`src/rtl/clk_div_monitor.sv`:
```
// rtl/clk_div_monitor.sv - measures period/high/low of a divided clock sampled as data
// Reports lock, period/duty mismatch against exp_div, and stuck-clock timeout.
module clk_div_monitor #(
  parameter int CNT_W    = 8,
  parameter int SYNC_EN  = 1,
  parameter int LOCK_CNT = 4
) (
  input  logic             clk,
  input  logic             rstn,
  input  logic             clk_in,
  input  logic [CNT_W:0]   exp_div,
  input  logic             err_clr,
  output logic [CNT_W:0]   period,
  output logic [CNT_W-1:0] high_time,
  output logic [CNT_W-1:0] low_time,
  output logic             meas_vld,
  output logic             locked,
  output logic             err,
  output logic             timeout
);

  localparam int MC_W = $clog2(LOCK_CNT + 1);
  localparam logic [MC_W-1:0]  LOCK_MC = MC_W'(LOCK_CNT);
  localparam logic [CNT_W-1:0] CNT_MAX = {CNT_W{1'b1}};

  localparam logic [1:0] ST_IDLE = 2'd0;
  localparam logic [1:0] ST_HIGH = 2'd1;
  localparam logic [1:0] ST_LOW  = 2'd2;

  logic s;
  logic s_d_q;
  logic rise;
  logic fall;

  generate
    if (SYNC_EN != 0) begin : g_sync
      logic sync1_q;
      logic sync2_q;
      always_ff @(posedge clk or negedge rstn) begin
        if (!rstn) begin
          sync1_q <= 1'b0;
          sync2_q <= 1'b0;
        end else begin
          sync1_q <= clk_in;
          sync2_q <= sync1_q;
        end
      end
      assign s = sync2_q;
    end else begin : g_nosync
      assign s = clk_in;
    end
  endgenerate

  always_ff @(posedge clk or negedge rstn) begin
    if (!rstn) begin
      s_d_q <= 1'b0;
    end else begin
      s_d_q <= s;
    end
  end

  assign rise = s & ~s_d_q;
  assign fall = ~s & s_d_q;

  logic [1:0]       state_q, state_d;
  logic [CNT_W-1:0] hi_cnt_q, hi_cnt_d;
  logic [CNT_W-1:0] lo_cnt_q, lo_cnt_d;
  logic [CNT_W:0]   period_q, period_d;
  logic [CNT_W-1:0] high_q, high_d;
  logic [CNT_W-1:0] low_q, low_d;
  logic             vld_q, vld_d;
  logic             locked_q, locked_d;
  logic             err_q, err_d;
  logic             timeout_q, timeout_d;
  logic [MC_W-1:0]  mc_q, mc_d;
  logic             has_prev_q, has_prev_d;

  logic             publish;
  logic             sat;
  logic             mismatch;
  logic             duty_bad;
  logic [CNT_W:0]   sum;
  logic [CNT_W-1:0] diff;

  always_comb begin
    state_d    = state_q;
    hi_cnt_d   = hi_cnt_q;
    lo_cnt_d   = lo_cnt_q;
    period_d   = period_q;
    high_d     = high_q;
    low_d      = low_q;
    vld_d      = 1'b0;
    locked_d   = locked_q;
    timeout_d  = timeout_q;
    mc_d       = mc_q;
    has_prev_d = has_prev_q;
    publish    = 1'b0;
    sat        = 1'b0;
    mismatch   = 1'b0;
    duty_bad   = 1'b0;
    sum        = {1'b0, hi_cnt_q} + {1'b0, lo_cnt_q};
    diff       = (hi_cnt_q >= lo_cnt_q) ? (hi_cnt_q - lo_cnt_q) : (lo_cnt_q - hi_cnt_q);

    case (state_q)
      ST_IDLE: begin
        if (rise) begin
          state_d  = ST_HIGH;
          hi_cnt_d = CNT_W'(1);
          lo_cnt_d = '0;
        end
      end
      ST_HIGH: begin
        if (fall) begin
          state_d  = ST_LOW;
          lo_cnt_d = CNT_W'(1);
        end else if (s) begin
          if (hi_cnt_q == CNT_MAX) sat = 1'b1;
          else                     hi_cnt_d = hi_cnt_q + CNT_W'(1);
        end
      end
      ST_LOW: begin
        if (rise) begin
          publish  = 1'b1;
          state_d  = ST_HIGH;
          hi_cnt_d = CNT_W'(1);
        end else if (!s) begin
          if (lo_cnt_q == CNT_MAX) sat = 1'b1;
          else                     lo_cnt_d = lo_cnt_q + CNT_W'(1);
        end
      end
      default: state_d = ST_IDLE;
    endcase

    if (publish) begin
      period_d   = sum;
      high_d     = hi_cnt_q;
      low_d      = lo_cnt_q;
      vld_d      = 1'b1;
      timeout_d  = 1'b0;
      has_prev_d = 1'b1;
      // period_q still holds the previous publish; has_prev_q guards the first one after IDLE
      if (has_prev_q && (sum == period_q)) begin
        mc_d = (mc_q == LOCK_MC) ? mc_q : mc_q + MC_W'(1);
      end else begin
        mc_d = MC_W'(1);
      end
      locked_d = (mc_d == LOCK_MC);
      if (exp_div != '0) begin
        duty_bad = exp_div[0] ? (diff != CNT_W'(1)) : (diff != '0);
        mismatch = (sum != exp_div) || duty_bad;
      end
    end

    if (sat) begin
      timeout_d  = 1'b1;
      locked_d   = 1'b0;
      mc_d       = '0;
      has_prev_d = 1'b0;
      state_d    = ST_IDLE;
      hi_cnt_d   = '0;
      lo_cnt_d   = '0;
    end

    err_d = (err_q & ~err_clr) | mismatch;
  end

  always_ff @(posedge clk or negedge rstn) begin
    if (!rstn) begin
      state_q    <= ST_IDLE;
      hi_cnt_q   <= '0;
      lo_cnt_q   <= '0;
      period_q   <= '0;
      high_q     <= '0;
      low_q      <= '0;
      vld_q      <= 1'b0;
      locked_q   <= 1'b0;
      err_q      <= 1'b0;
      timeout_q  <= 1'b0;
      mc_q       <= '0;
      has_prev_q <= 1'b0;
    end else begin
      state_q    <= state_d;
      hi_cnt_q   <= hi_cnt_d;
      lo_cnt_q   <= lo_cnt_d;
      period_q   <= period_d;
      high_q     <= high_d;
      low_q      <= low_d;
      vld_q      <= vld_d;
      locked_q   <= locked_d;
      err_q      <= err_d;
      timeout_q  <= timeout_d;
      mc_q       <= mc_d;
      has_prev_q <= has_prev_d;
    end
  end

  assign period    = period_q;
  assign high_time = high_q;
  assign low_time  = low_q;
  assign meas_vld  = vld_q;
  assign locked    = locked_q;
  assign err       = err_q;
  assign timeout   = timeout_q;

endmodule

```
`config.mk`:
```
export PLATFORM = sky130hd
export DESIGN_NAME = clk_div_monitor
export DESIGN_NICKNAME = d
export VERILOG_FILES = /design/src/rtl/clk_div_monitor.sv
export SDC_FILE = /design/constraint.sdc
export NUM_CORES = 1
export LEC_CHECK = 0
export ABC_AREA = 1
export CORE_MARGIN = 10
export CORE_UTILIZATION = 60
export CTS_CLUSTER_DIAMETER = 100
export DETAILED_ROUTE_END_ITERATION = 8
export PLACE_DENSITY = 0.85
export RECOVER_POWER = 50
export SETUP_SLACK_MARGIN = 0.5
export SLEW_MARGIN = 0
export SYNTH_ARGS = -nofsm -noshare
export SYNTH_HDL_FRONTEND = slang
export SYNTH_SLANG_ARGS = --single-unit
```
`constraint.sdc`:
```
create_clock -name clk -period 3.8 [get_ports clk]
set_input_delay 0.57 -clock clk [delete_from_list [all_inputs] [get_ports clk]]
set_output_delay 0.57 -clock clk [all_outputs]
set_load 0.03 [all_outputs]
```
==> results of run 1 <==
==> layer usage <==
layer,wire length (µm),GRT usage (%),up-vias
li1,-,-,1977
met1,4670,25.3,1826
met2,5050,33.6,144
met5,0,0,-
met4,293,8.77,0
met3,728,3.79,24
==> how the worst min path moves through the flow <==
stage,endpoint,slack [ps],cells after the start
2_1_floorplan,err$_DFF_PN0_,270,0
3_3_place_gp,g_sync.sync2_q$_DFF_PN0_,330,0
3_5_place_dp,g_sync.sync2_q$_DFF_PN0_,350,0
4_1_cts,g_sync.sync2_q$_DFF_PN0_,370,0
5_1_grt,g_sync.sync2_q$_DFF_PN0_,390,0
6_report,g_sync.sync2_q$_DFF_PN0_,370,0
==> through the flow <==
step,std cells,total power [µW],setup WS [ps],hold slack [ps],area [µm²]
global route,709,2980,834,388,4710
global placement,701,2320,1260,335,4600
CTS,709,2740,1150,372,4710
finish,709,2750,1080,367,4710
detailed placement,701,2340,1170,348,4600
floorplan,591,1960,1630,274,4160
==> sequential cells by signal, indices dropped and copies added, names as in the netlist, 2 cells and up <==
register and cells:
hi_cnt_q 8, low_time 8, period 9, lo_cnt_q 8, mc_q 3, high_time 8
state_q 2
==> logic make-up after synthesis <==
logic type / count (synthesis) / share of synthesized area [%]
compound gates: 70 / 9.71
fa+ha+maj: 35 / 11.1
buf+inv: 86 / 8.51
flops: 54 / 32.5
simple gates: 333 / 35.5
xor+xnor: 13 / 2.74
==> worst register-to-register path, cell delays in order, from the launching register on <==
cell and delay, ps:
dfrtp_1 460, inv_1 140, ha_1 590, inv_1 170, nand2_1 100, nand2_1 60
a21oi_1 230, nand3_1 180, nand3_1 120, nand2_1 70, nor2_1 170, nand4_1 140
nor2_1 120, nand2_1 60, nand2_1 50
==> cell usage in the layout, fill, tap and decap left out, types with 4 or more instances in the layout <==
cell             count
nor3_1               5
ha_1                32
xor2_1              11
dlygate4sd3_1       11
a21oi_1             17
inv_1               67
nor2_1              47
clkbuf_8             5
dfrtp_1             54
nand4_1             13
inv_2                5
o21ai_0             34
nand2_2              4
nand3_2              6
nand2_1            186
clkdlybuf4s50_1     29
nand3_1             55
nand3b_1             6
o21ai_2              8
==> final cells by class <==
type	count	area [µm²]	share of cell area, %
Tap cell	80	100	2.13
Inverter	74	279	5.93
Timing Repair Buffer	42	408	8.67
Sequential cell	54	1350	28.7
Multi-Input combinational cell	451	2450	52.2
Clock inverter	3	43.8	0.931
Clock buffer	5	68.8	1.46
==> report_power, final <==
| group | total (µW) | internal [µW] | switching (µW) |
|---|---|---|---|
| Sequential | 770 | 667 | 103 |
| Clock | 395 | 198 | 198 |
| Combinational | 1580 | 552 | 1030 |
| Total | 2750 | 1420 | 1330 |
==> results.cfg, run 1 <==
[critical_path]
start_kind = register
regToRegEndpoint = locked$_DFFE_PN0P_
path_depth = 14
regToRegSetupSlack_ps = 1080
cp.arrival_ps = 2980
crit_type = register to register
worst-r2r-cell-count = 14
cp-end-kind = register
crit_fanout = 12
critical_path.cell_chain = inv_1, ha_1, inv_1, nand2_1, nand2_1, a21oi_1, nand3_1, nand3_1, nand2_1, nor2_1, nand4_1, nor2_1, nand2_1, nand2_1
cp_slowest_cell = ha_1
cp_top_family = simple AND/OR/NAND/NOR gates
crit_end = locked$_DFFE_PN0P_
max_stage_delay_ps = 590
crit_buf_inv = 2
crit_top_cell = nand2_1
startpoint = hi_cnt_q[4]$_DFFE_PN0P_
worstReg2RegStart = hi_cnt_q[4]$_DFFE_PN0P_
cp.required_ps = 4060

[detailed_routing]
drtAntennaViolNets = 0
wl_mm = 10.7
drc = 0
first_iter_violations = 310
via_count = 3971
avgViaCountPerCell = 5.60
dr.pass1.iters = 5
wl_per_cell_um = 15.1

[final_layout]
diodes = 0
final_util_pct = 69.6
n_fill_cell = 571
layout-drive-gt1-share_pct = 6.52
syn2layout_area_growth_pct = 13.1
layout.nets = 676

[synthesis]
ys_types = 39
netlist_area_um2 = 4160
synth-seq-cells = 54
post-synth-top-count-cell = nand2_1
async_flop_share_pct = 100
syn-num-nets = 639
ys.flop_type = dfrtp_1
synth_largest_type_area_fraction_pct = 32.5
synth.largest_area_cell = dfrtp_1
yosysWarnings = 0
avgSynthCellArea_um2 = 7.04
ys_seq_area_share_pct = 32.5
synth_cells = 591
synth.top_cells.by_count = nand2_1 (186), inv_1 (67), nand3_1 (55), dfrtp_1 (54), nor2_1 (47)
synth_edf_count = 0
synth_area_leaders = dfrtp_1 (32%), nand2_1 (17%), ha_1 (9.6%)

[place]
port_buffers = 41
place_congestion = 0.960
dp_hpwl_mm = 8.30

[power_and_ir_drop]
p_per_area_nw_per_um2 = 584
leakagePower_uw = 0.00246
vdd_ir_drop_max_uv = 480

[die]
core_area_um2 = 6760
die_height_um = 103
placementRows = 30
initial_core_util_pct = 61.6
dieArea_um2 = 10700
ios = 42
dieWidth_um = 103

[sta]
slew_viol_final = 48
fin_setup_tns_ps = 0
rsz0062_at_grt = no
relSlewSlack_pct = -63.5
hold_viol_final = 0
fmax_mhz = 368
period_share_pct = 71.5
fin_crit_ps = 2720
worstMarginPinSlew_ps = 2450
worst_clock_skew_ps = 6.55
setup_viol = 0

[grt]
antenna_found_initial = 0
grt_max_degree = 51
grt_pass1_vias = 3767
grt_util_all_layers_pct = 20.3
overflow = 0
grt_pass1_wl_mm = 17.5

[clocking]
htree_levels = 2
cts_tree = yes
clk_pin_slew_worst_paths_ps = 100
cts_root_buf = clkbuf_8
cts_buffers = 5
post_cts_buffers = 0
postCtsHoldBufs = 0
cts.sinks = 54
insertion_delay_ps = 320
cts_buffer_depth = 2
cts_resized = 0

[hold_path]
min_from = g_sync.sync1_q$_DFF_PN0_
hp-class = register to register

[status]
status = finished with violations
failed_checks = max-capacitance violations, max-slew violations

[job]
max_cap_viol_count = 1
Note: power is estimated with default switching activity, not from simulation.
==> run 2: changes to the inputs <==
Settings changed: CORE_UTILIZATION 60 to 58, PLACE_DENSITY 0.85 to 0.83.
Clock period 3.8 ns to 2.7 ns, I/O delays scaled along.
==> results.cfg, run 2 (synthesis gave the netlist of run 1 again) <==
[clocking]
clk_pin_slew_worst_paths_ps = 100
cts_root_buf = clkbuf_8
cts.sinks = 54
htree_levels = 2
insertion_delay_ps = 330
cts_buffer_depth = 2
cts_tree = yes
cts_buffers = 5

[hold_path]
hp-class = register to register

[final_layout]
final_util_pct = 74.8
layout-drive-gt1-share_pct = 16.1
layout.nets = 712
syn2layout_area_growth_pct = 23.6
diodes = 0
fin_cells = 761
largest_register_ff_count = 9
layout_commonest_cell = nand2_1
final_cell_mix = nand2_1 (183), inv_1 (65), nand3_1 (54)

[critical_path]
crit_type = register to register
cp.arrival_ps = 2660
start_kind = register
cp_slowest_cell = fa_2
cp.required_ps = 2970
regToRegSetupSlack_ps = 310
max_stage_delay_ps = 560
crit_fanout = 3
cp-end-kind = register
crit_top_cell = nand2_1
critical_path.cell_chain = ha_4, fa_2, inv_2, a21oi_2, nand3_1, nor2_1, nand2_1, nor2_1, nand2_1, nor2_2, nand4_1, nor2_1, nand2_1, nand2_1

[grt]
grt_pass1_vias = 4124
grt_util_all_layers_pct = 22.5
overflow = 0
grt_pass1_wl_mm = 20.7
antenna_found_initial = 0
grt_max_degree = 38

[sta]
worst_clock_skew_ps = 17.8
slew_viol_final = 29
fin_setup_tns_ps = 0
fin_crit_ps = 2390
worstMarginPinSlew_ps = 1690
rsz0062_at_grt = yes
hold_viol_final = 0
setup_viol = 0
fmax_mhz = 418
relSlewSlack_pct = -13.0
period_share_pct = 88.5

[place]
port_buffers = 41
place_inst = 741
place_congestion = 0.967
dp_hpwl_mm = 9.47

[detailed_routing]
dr.pass1.iters = 6
avgViaCountPerCell = 5.48
wl_mm = 12.5
wl_per_cell_um = 16.4
drtAntennaViolNets = 0
first_iter_violations = 333
via_count = 4171
drc = 0

[die]
die_height_um = 105
dieWidth_um = 105
dieArea_um2 = 11000
core_area_um2 = 6870
initial_core_util_pct = 60.6
ios = 42
placementRows = 30

[status]
failed_checks = max-capacitance violations, max-slew violations
status = finished with violations

[power_and_ir_drop]
vdd_ir_drop_max_uv = 741
leakagePower_uw = 0.00261
p_per_area_nw_per_um2 = 840

[job]
max_cap_viol_count = 1
## run 2: critical path: cells and delay by family (launching register included)
family	cells	cell delay (ps)
buffers and inverters	1	50
AOI/OAI and AO/OA	1	120
and+or+nand+nor	10	970
adders and majority gates	2	740
DFF	1	460
## run 2: per-stage QoR
| step | instance area, µm² | total power, µW | hold slack [ps] | worst slack, ps |
|---|---|---|---|---|
| 5_1_grt | 5140 | 4660 | 382 | 135 |
| 3_5_place_dp | 4800 | 3450 | 344 | 107 |
| 3_3_place_gp | 4800 | 3400 | 339 | 179 |
| 2_1_floorplan | 4160 | 2760 | 109 | 532 |
| 6_report | 5140 | 4320 | 366 | 310 |
| 4_1_cts | 5020 | 4160 | 133 | 334 |
## run 2: layout make-up
type	instances	area, µm²
clock inverter	3	48.8
timing repair buffer	77	682
timing repair inverter	1	7.51
tap	96	120
inverter	74	285
multi-input combinational	451	2570
sequential	54	1360
clock buffer	5	68.8
fill	559	1730
## run 2: worst paths after layout
check | from | end | cells past startpoint
setup / recovery | hi_cnt_q[0]$_DFFE_PN0P_ | locked$_DFFE_PN0P_ | 14
hold / removal | g_sync.sync1_q$_DFF_PN0_ | g_sync.sync2_q$_DFF_PN0_ | 0
setup reg to reg | hi_cnt_q[0]$_DFFE_PN0P_ | locked$_DFFE_PN0P_ | 14
hold reg to reg | g_sync.sync1_q$_DFF_PN0_ | g_sync.sync2_q$_DFF_PN0_ | 0
max in group asynchronous | rstn | lo_cnt_q[0]$_DFFE_PN0P_ | 2
min in group asynchronous | rstn | high_time[1]$_DFFE_PN0P_ | 1
## run 2: where the power goes
group	switching, µW	leakage (µW)	internal, µW
sequential	127	0.000722	944
clock	308	0.0000563	283
combinational	1650	0.00183	1010
total	2090	0.00261	2230
## run 2: timing repair
item | CTS | global route
endpoints found under the setup margin | 9 | 27
cloned | 0 | 1
resized for setup | 23 | 23
pin swaps | 10 | 9
hold buffers | 0 | 0
setup buffers | 6 | 5
## run 2: metal layers
metal  global-route usage [%]  part of all wire, %  vias to the layer above
met5                        0                    0                        -
met4                     6.37                  2.0                        0
li1                         -                    -                     2045
met2                     39.4                   50                      167
met3                     3.19                  5.0                       34
met1                     28.0                   43                     1925
==> run 3: changes to the inputs <==
--- a/config.mk
+++ b/config.mk
@@ -7,7 +7,9 @@
 export LEC_CHECK = 0
 export ABC_AREA = 1
+export CORE_ASPECT_RATIO = 2
 export CORE_MARGIN = 10
 export CORE_UTILIZATION = 58
 export CTS_CLUSTER_DIAMETER = 100
+export CTS_CLUSTER_SIZE = 10
 export DETAILED_ROUTE_END_ITERATION = 8
 export PLACE_DENSITY = 0.83
==> constraint.sdc (replaced) <==
create_clock -name clk -period 2.7 [get_ports clk]
set_input_delay 0.405 -clock clk [delete_from_list [all_inputs] [get_ports clk]]
set_output_delay 0.405 -clock clk [all_outputs]
set_load 0.02 [all_outputs]
==> results.cfg, run 3 (synthesis gave the netlist of run 1 again) <==
[sta]
hold_viol_final = 0
worstMarginPinSlew_ps = 1160
fmax_mhz = 407
fin_crit_ps = 2460
period_share_pct = 91.0
relSlewSlack_pct = 22.7
setup_viol = 0
rsz0062_at_grt = yes
setup_slack_ps = 243
worst_clock_skew_ps = 12.2
fin_setup_tns_ps = 0
slew_viol_final = 0

[detailed_routing]
via_count = 4437
drc = 0
first_iter_violations = 353
drtAntennaViolNets = 0
wl_mm = 14.4
dr.pass1.iters = 5
avgViaCountPerCell = 5.82
wl_per_cell_um = 18.8

[final_layout]
layout_commonest_cell = nand2_1
final_cell_area_um2 = 5400
final_cell_mix = nand2_1 (181), inv_1 (62), nand3_1 (52)
largest_register_ff_count = 9
diodes = 0
layout-drive-gt1-share_pct = 17.7
final_util_pct = 77.8
syn2layout_area_growth_pct = 29.8
layout.nets = 720

[power_and_ir_drop]
vdd_ir_drop_max_uv = 893
leakagePower_uw = 0.00271
p_per_area_nw_per_um2 = 900

[hold_path]
hp-class = primary input to async pin

[critical_path]
max_stage_delay_ps = 430
crit_fanout = 8
start_kind = register
cp-end-kind = register
cp.required_ps = 2890
cp_slowest_cell = dfrtp_2
critical_path.cell_chain = buf_4, buf_6, buf_4, ha_4, nand3_4, nor2_4, nand2_2, nor3_4, nand3_2, nand2_4, nand2_8, a21oi_4, nand3_4, buf_12, nand2_1, o21ai_2
crit_type = register to register
cp.arrival_ps = 2650

[clocking]
clk_pin_slew_worst_paths_ps = 80
cts.sinks = 54
postCtsHoldBufs = 0
htree_levels = 2
insertion_delay_ps = 300
cts_buffer_depth = 2
cts_tree = yes
cts_buffers = 5
cts_root_buf = clkbuf_16

[grt]
grt_pass1_vias = 4446
grt_max_degree = 27
grt_pass1_wl_mm = 21.7
antenna_found_initial = 0
overflow = 0
grt_util_all_layers_pct = 24.5

[die]
placementRows = 43
die_height_um = 140
core_area_um2 = 6940
initial_core_util_pct = 59.9
dieArea_um2 = 11200
ios = 42
dieWidth_um = 79.9

[place]
place_area_um2 = 4770
place_congestion = 0.996
port_buffers = 41
dp_hpwl_mm = 10.1
dp_slack_ps = -30.6

[status]
status = complete, no violations

[job]
max_cap_viol_count = 0
[run 3: where the power goes]
part           leakage (µW)  switching (µW)  internal [µW]
clock network     0.0000875             309            467
logic               0.00190            1810           1200
registers          0.000720             133            944
[run 3: per-layer routing]
layer | GRT usage, % | vias to the layer above | share of wire [%]
met5 | 0 | - | 0
met4 | 19.6 | 0 | 8.1
met3 | 4.13 | 93 | 5.9
met2 | 43.8 | 213 | 53
met1 | 23.0 | 2068 | 33
li1 | - | 2063 | -
[run 3: repair_timing]
| item | CTS | global route |
|---|---|---|
| cloned | 2 | 1 |
| setup buffers | 14 | 6 |
| pin swaps | 12 | 8 |
| endpoints found under the setup margin | 21 | 37 |
| gates resized for setup | 49 | 19 |
[run 3: layout make-up]
type / count / area [µm²]
clock buffer: 6 / 139
clock inverter: 2 / 38.8
fill: 481 / 1540
inverter: 74 / 295
multi-input combinational: 453 / 2700
sequential: 54 / 1360
tap: 90 / 113
timing repair buffer: 84 / 761
[run 3: through the flow]
stage	instances	power, µW	hold WS, ps
finish	763	4860	228
global placement	732	3410	346
CTS	756	4630	26.2
floorplan	591	2710	109
detailed placement	732	3450	342
global route	763	5180	262
[run 3: final timing paths]
| path | to | slack (ps) | cells past startpoint | from |
|---|---|---|---|---|
| max in group asynchronous | hi_cnt_q[0]$_DFFE_PN0P_ | 800 | 2 | rstn |
| setup / recovery | lo_cnt_q[6]$_DFFE_PN0P_ | 240 | 16 | hi_cnt_q[0]$_DFFE_PN0P_ |
| hold / removal | err$_DFF_PN0_ | 230 | 1 | rstn |
| min in group clk | g_sync.sync2_q$_DFF_PN0_ | 360 | 0 | g_sync.sync1_q$_DFF_PN0_ |
| hold reg to reg | g_sync.sync2_q$_DFF_PN0_ | 360 | 0 | g_sync.sync1_q$_DFF_PN0_ |
| setup reg to reg | lo_cnt_q[6]$_DFFE_PN0P_ | 240 | 16 | hi_cnt_q[0]$_DFFE_PN0P_ |
[run 3: critical path, delay by kind of cell (launching register included)]
family | cells | cell delay [ps]
and+or+nand+nor | 9 | 1030
adders and majority gates | 1 | 160
buffers and inverters | 4 | 490
DFF | 1 | 430
AOI/OAI and AO/OA | 2 | 250
